$ cat src/rtl/parser_pkg.sv
// Shared definitions for the parser receive path.
// Holds the word width, the packet length limit and the arbiter states.
package parser_pkg;

    localparam int WORD_W = 32;

    // 2 header words + 10 data words
    localparam int PARSER_MAX_BEATS = 12;

    typedef enum logic [1:0] {
        IDLE  = 2'd0,
        PASS  = 2'd1,
        DRAIN = 2'd2
    } arb_state_t;

endpackage

$ cat src/rtl/parser_input_arbiter_rr_pick.sv
// rr_pick: combinational rotating-priority picker.
// Ports: req (request vector), last (previous grant),
//        idx (next grant), vld (some request is set).
module rr_pick #(
    parameter int N  = 4,
    parameter int IW = $clog2(N)
) (
    input  logic [N-1:0]  req,
    input  logic [IW-1:0] last,
    output logic [IW-1:0] idx,
    output logic          vld
);

    logic [IW-1:0] cand;

    // Scan last+1 .. last+N so that the previous winner is
    // considered last; it still wins when it is alone.
    always_comb begin
        idx  = last;
        vld  = 1'b0;
        cand = '0;
        for (int i = 1; i <= N; i++) begin
            cand = IW'((int'(last) + i) % N);
            if (!vld && req[cand]) begin
                idx = cand;
                vld = 1'b1;
            end
        end
    end

endmodule

$ cat src/rtl/parser_input_arbiter.sv
// Packet-granular round-robin arbiter in front of the parser.
// Ports: src_* (NUM_SRC word streams), dataOut* (parser side),
//        grant_idx, busy, oversize_err, pkt_count (status).
module parser_input_arbiter
    import parser_pkg::*;
#(
    parameter int NUM_SRC   = 4,
    parameter int MAX_BEATS = PARSER_MAX_BEATS,
    parameter int CNT_W     = 16
) (
    input  logic                        clk,
    input  logic                        reset,
    input  logic [NUM_SRC*WORD_W-1:0]   src_data,
    input  logic [NUM_SRC-1:0]          src_val,
    input  logic [NUM_SRC-1:0]          src_last,
    output logic [NUM_SRC-1:0]          src_ready,
    output logic [WORD_W-1:0]           dataOut,
    output logic                        dataOut_val,
    output logic                        dataOut_last,
    input  logic                        dataOut_ready,
    output logic [$clog2(NUM_SRC)-1:0]  grant_idx,
    output logic                        busy,
    output logic                        oversize_err,
    output logic [CNT_W-1:0]            pkt_count
);

    localparam int GW = $clog2(NUM_SRC);
    localparam int BW = $clog2(MAX_BEATS + 1);
    localparam logic [BW-1:0] CAP = BW'(MAX_BEATS - 1);

    arb_state_t state;
    arb_state_t nstate;

    logic [BW-1:0]     beats;
    logic [WORD_W-1:0] words [NUM_SRC];
    logic [WORD_W-1:0] g_data;
    logic              g_val;
    logic              g_last;
    logic              at_cap;
    logic              accept;
    logic              pkt_end;
    logic [GW-1:0]     pick_idx;
    logic              pick_vld;

    for (genvar k = 0; k < NUM_SRC; k++) begin : g_unpack
        assign words[k] = src_data[k*WORD_W +: WORD_W];
    end

    assign g_data  = words[grant_idx];
    assign g_val   = src_val[grant_idx];
    assign g_last  = src_last[grant_idx];
    assign at_cap  = (beats == CAP);
    assign accept  = (state == PASS) && g_val && dataOut_ready;
    // Either a real last or a forced cut closes the packet.
    assign pkt_end = accept && (g_last || at_cap);

    rr_pick #(
        .N  (NUM_SRC),
        .IW (GW)
    ) u_pick (
        .req  (src_val),
        .last (grant_idx),
        .idx  (pick_idx),
        .vld  (pick_vld)
    );

    // State register
    always_ff @(posedge clk or posedge reset) begin
        if (reset) begin
            state <= IDLE;
        end else begin
            state <= nstate;
        end
    end

    // Next-state logic
    always_comb begin
        nstate = state;
        unique case (state)
            IDLE: begin
                if (pick_vld) nstate = PASS;
            end
            PASS: begin
                if (accept && g_last)     nstate = IDLE;
                else if (accept && at_cap) nstate = DRAIN;
            end
            DRAIN: begin
                if (g_val && g_last) nstate = IDLE;
            end
            default: nstate = IDLE;
        endcase
    end

    // Grant, beat counter and status registers
    always_ff @(posedge clk or posedge reset) begin
        if (reset) begin
            grant_idx    <= GW'(NUM_SRC - 1);
            beats        <= '0;
            pkt_count    <= '0;
            oversize_err <= 1'b0;
        end else begin
            oversize_err <= pkt_end && !g_last;
            if (state == IDLE) begin
                beats <= '0;
                if (pick_vld) grant_idx <= pick_idx;
            end else if (pkt_end) begin
                beats     <= '0;
                pkt_count <= pkt_count + CNT_W'(1);
            end else if (accept) begin
                beats <= beats + BW'(1);
            end
        end
    end

    // Output logic
    always_comb begin
        src_ready    = '0;
        dataOut      = '0;
        dataOut_val  = 1'b0;
        dataOut_last = 1'b0;
        unique case (state)
            PASS: begin
                dataOut              = g_data;
                dataOut_val          = g_val;
                dataOut_last         = g_last || at_cap;
                src_ready[grant_idx] = dataOut_ready;
            end
            DRAIN: begin
                src_ready[grant_idx] = 1'b1;
            end
            default: begin
                src_ready = '0;
            end
        endcase
    end

    assign busy = (state != IDLE);

endmodule

$ cat config.mk
export PLATFORM = sky130hd
export DESIGN_NAME = parser_input_arbiter
export DESIGN_NICKNAME = d
export VERILOG_FILES = /design/src/rtl/parser_pkg.sv /design/src/rtl/parser_input_arbiter_rr_pick.sv /design/src/rtl/parser_input_arbiter.sv
export SDC_FILE = /design/constraint.sdc
export NUM_CORES = 1
export LEC_CHECK = 0
export ABC_CLOCK_PERIOD_IN_PS = 4700
export CORE_MARGIN = 5
export CORE_UTILIZATION = 35
export DETAILED_ROUTE_END_ITERATION = 10
export PLACE_DENSITY = 0.86
export SKIP_LAST_GASP = 1
export SLEW_MARGIN = 20
export SYNTH_ARGS = -nofsm -noshare
export SYNTH_HDL_FRONTEND = slang
export SYNTH_HIERARCHICAL = 1
export SYNTH_SLANG_ARGS = --single-unit
$ cat constraint.sdc
create_clock -name clk -period 4.7 [get_ports clk]
set_input_delay 0.94 -clock clk [delete_from_list [all_inputs] [get_ports clk]]
set_output_delay 0.94 -clock clk [all_outputs]
set_load 0.05 [all_outputs]
-- Word level (Yosys, flattened, before mapping)
Cells that the tools add are included.
- register bits: 25
- output and inout bits: 58
- logic and storage cells: 87
- $add $sub $neg: 6
- order comparisons: 7
- equality and inequality tests: 6
- mux-type cells: 37
- bitwise operators: 3
- reductions and logical operators: 23
- operators by type and width (operator ; number):
    two-way mux 32 bit ; 3
    binary-select mux 32 bit (select 2 bit) ; 1
    adder 16 x 1 -> 16 bit, second input constant ; 1
    two-way mux 2 bit ; 8
    less-than comparator 2 x 3 -> 1 bit, second input constant ; 5
    two-way mux 1 bit ; 13
    binary-select mux 1 bit (select 2 bit) ; 6
    two-way mux 4 bit ; 3
    logical AND 1 bit ; 11
    one-hot mux 4 bit (2 select lines) ; 1
    one-hot mux 2 bit (3 select lines) ; 1
    AND reduction 3 bit ; 2
    adder 2 x 1 -> 2 bit, second input constant ; 2
    adder 2 bit, second input constant ; 2
    adder 4 x 1 -> 4 bit, second input constant ; 1
    AND 4 bit ; 1
    == test 4 bit, second input constant ; 1
    logical NOT 1 bit ; 4
    inequality test 2 bit, second input constant ; 2
    nonzero test 4 bit ; 1
    >= comparator 3 bit, second input constant ; 1
    inequality test 3 x 1 -> 1 bit, second input constant ; 1
    inverter 2 -> 3 bit ; 1
    nonzero test 3 bit ; 1
    other kinds (9) ; 9

-- Longest topological paths before layout
- depth in word-level cells: 15
- gate-level depth with buffers: 7
- mapped depth without buffers: 6

-- Cells and area by module
Netlist, hierarchy kept.
- by module, submodules not included (module ; times used ; cells each ; area an instance (um^2)):
    parser_input_arbiter ; 1 ; 206 ; 2332.2
    rr_pick ; 1 ; 14 ; 82.6

-- Least setup slack after synthesis
No wires, ideal clock.
- path type: register -> output
- start: register grant_idx[1]
- end: output port src_ready[2]
- data arrival time: 2.621 ns
- setup slack: 1.139 ns
- cell stages (with the launch flop): 4
- path buffers: 2
- cells stage by stage: dfstp_2 buf_1 buf_1 nor3b_1
- cells in the longest elaborated chain, start to end: 6
- elaborated cells on any way between the ends: 7
- those cells by class: order compare (2); mux (3); bitwise (1); reduce/logical (1)
- ends and longest elaborated chain (element ; line ; source):
    start, declared ; parser_input_arbiter.sv:21 ; output logic [$clog2(NUM_SRC)-1:0] grant_idx,
    start signal, assigned ; parser_input_arbiter.sv:97 ; grant_idx <= GW'(NUM_SRC - 1);
    start signal, assigned ; parser_input_arbiter.sv:105 ; if (pick_vld) grant_idx <= pick_idx;
    less-than comparator 2 x 3 -> 1 bit (not written as such) or >= comparator 2 x 1 -> 1 bit (tied branches) ; parser_input_arbiter.sv:126, parser_input_arbiter.sv:129 ;
    logical AND 1 bit (not written as such) ; parser_input_arbiter.sv:126, parser_input_arbiter.sv:129 ;
    two-way mux 1 bit (not written as such) ; parser_input_arbiter.sv:126, parser_input_arbiter.sv:129 ;
    demux 1 bit (select 2 bit) (*) ; parser_input_arbiter.sv:126, parser_input_arbiter.sv:129 ;
    AND 4 bit (no line) ; -- ;
    one-hot mux 4 bit (2 select lines) (*) ; parser_input_arbiter.sv:121 ; unique case (state)
    end, declared ; parser_input_arbiter.sv:16 ; output logic [NUM_SRC-1:0] src_ready,
Mark *: on every way between the ends. The rest lies on a longest branch, timed or not.

-- Worst setup path in the final report
- start: input port dataOut_ready
- end: output port src_ready[3]
- cells in the longest elaborated chain, start to end: 2
- ends and longest elaborated chain (element ; line ; source):
    start, declared ; parser_input_arbiter.sv:20 ; input logic dataOut_ready,
    AND 4 bit (no line) ; -- ;
    one-hot mux 4 bit (2 select lines) ; parser_input_arbiter.sv:121 ;
Every way passes these cells.

==> reports/qor.txt <==
register area share after synthesis: 26.01%
Global Route Usage Sum: 23.09%
max_slew headroom: 38.90%
starting density of the core: 35.74%
fin crit period: 4.012 ns
share of synthesized registers carrying an async set or reset: 100.0%
post-synth cell types: 39
max-slew violation count: 0
FF+latch count, synth: 25
# port buffers: 196
Core Area: 0.006756 mm²
ratio of cells with drive above 1 in the final layout: 11.74%
placed insts: 485
DRC viols: 0
total of max-cap violations: 0
critical path arrival: 3.07 ns
worst hold path type: flop to flop
area grow syn2layout: 86.48%
most common cell in the netlist: and2_1
Worst Setup End Kind: output pin
vias per std cell: 5.365
pre-CTS setup slack: 0.7102 ns
Post-synth EDFFs: 0
power per cell area: 537.2 mW/mm²
largest buffer count on any clock path: 2
Tcrit/Tclk final: 85.37%
Routed WL: 10.07 mm
setup tns final: 0 ns
Clock Sinks: 25
Worst-path clk slew: 0.09 ns
final setup margin: 0.6876 ns
Vias: 2629
DRT Pass-1 Iters: 4
RSZ-0062 raised after global routing: no
status: completed
Finished Layout Cells: 490
Fin Clk Skew: 0.001600 ns
Worst Tran Pin Value: 0.9155 ns
dominant cells by area after synthesis: mux4_2 32%, dfrtp_1 24%, and2_1 9.1%, xnor2_1 4.7%, ha_1 2.6%
CTS tree: done
clk_lat worst skew: 0.27 ns
# hold bufs at CTS: 0
antenna violations before repair: 1
Worst VDD drop: 0.4882 mV
list of most frequent post-synthesis cells: 35 x and2_1, 34 x mux4_2, 23 x dfrtp_1
Final Setup Violations: 0
post-cts sizing count: 0
FP Rows: 30
clock buffer count from CTS: 3
largest net degree at the start of global routing: 39
CP Data Required Time: 3.76 ns
Max FO, Critical Path: 5
Main synth FF type: dfrtp_1
Post-DP HPWL: 8.483 mm
syn_nets: 364
Die X: 93.07 µm
Die Height: 93.07 µm
Avg Cell Area, Syn: 10.98 µm²
full die area: 0.008661 mm²
total power: 2419 µW
footprint of the multi-input gates: 0.001695 mm²
Post-Syn Area: 0.002415 mm²
Root Driver: clkbuf_8
vias in the first global route: 2864
H-tree Lvls: 1
first-pass GRT wire length: 15.52 mm
kind of critical path: primary input to output pin
Critical Path Start Type: primary input
Post-CTS Repair Setup Buffers: 0
register area: 628.1 µm²
gate count of the mapped netlist: 220
synth warn: 6
post-synth top area share: 31.71%
largest area contributor in the netlist: mux4_2
wire per inst: 20.56 µm
leakage: 0.001727 µW
GP Congestion: 0.8963
num ports: 197
GRT Residual Overflow: 0
ANT nets after route: 0
Final Hold Vio Count: 0
f_max: 0.2492 GHz
fill count: 536
fin nets: 554
DR iter-0 viols: 87
==> registers in the layout (all words and copies together) (netlist names) <==
name,count
grant_idx,2
beats,4
oversize_err,1
state,2
pkt_count,16
==> where the power goes <==
part	total [µW]	switching, µW	internal, µW
clock network	128	69.0	59.3
logic	1950	1110	844
registers	340	89.6	250
total	2420	1270	1150
==> cells in the final DEF (no fill, tap or decap), types with 5 or more instances in the layout <==
master,synthesis,layout
a21oi_1,7,7
xnor2_1,13,13
nand4_1,8,8
ha_1,5,5
dfrtp_1,23,23
and2_1,35,35
inv_1,9,9
clkdlybuf4s50_1,0,196
nand3_1,7,7
nor2_1,8,8
nand2_1,12,12
mux4_2,34,34
o21ai_0,5,5
==> through the flow <==
stage          area (µm²)  hold slack [ns]  util [%]
2_1_floorplan        2415           0.5113         -
3_3_place_gp         4454           0.4643     65.93
3_5_place_dp         4454           0.5083     65.93
4_1_cts              4501           0.5210     66.61
5_1_grt              4503           0.5335     66.65
6_report             4503           0.5081     66.65
==> final cells by class <==
class | count | share of cell area [%]
Sequential cell | 25 | 13.95
Multi-Input combinational cell | 172 | 37.65
Timing Repair Buffer | 199 | 44.35
Clock buffer | 3 | 0.9169
Clock inverter | 1 | 0.1111
Inverter | 9 | 0.7502
Tap cell | 80 | 2.223
Antenna cell | 1 | 0.05557
==> metal layers <==
metal / up-vias / wire length [µm] / global-route usage [%]
li1: 1208 / - / -
met1: 1279 / 3808 / 25.84
met2: 124 / 5320 / 43.31
met3: 18 / 711 / 4.988
met4: 0 / 233 / 7.204
met5: - / 0 / 0
==> final timing paths <==
kind,start,end,slack [ns],depth (start not counted)
max,dataOut_ready,src_ready[3],0.69,6
min,pkt_count[15],pkt_count[15],0.51,1
max reg2reg,grant_idx[1],pkt_count[1],2.22,4
min reg2reg,pkt_count[15],pkt_count[15],0.51,1
max in group asynchronous,reset,state[1],2.98,2
min in group asynchronous,reset,pkt_count[4],1.16,2
==> worst max-delay path: stages <==
cell and delay (ns):
clkdlybuf4s50_1 0.46, and2_1 0.21, o21ai_0 0.48, inv_1 0.09, and3_1 0.20, clkdlybuf4s50_1 0.70
==> logic make-up after synthesis <==
logic type               after synthesis  share of synthesized area (%)
AND/OR/NAND/NOR                       93                          22.33
buffers and inverters                 23                          3.782
XOR/XNOR                              15                          5.441
AO/OA/AOI/OAI                         20                          5.907
flip-flops                            25                          26.01
multiplexers                          39                          33.94
adder cells (fa/ha/maj)                5                          2.591
Power figures use the tool's default switching activity.
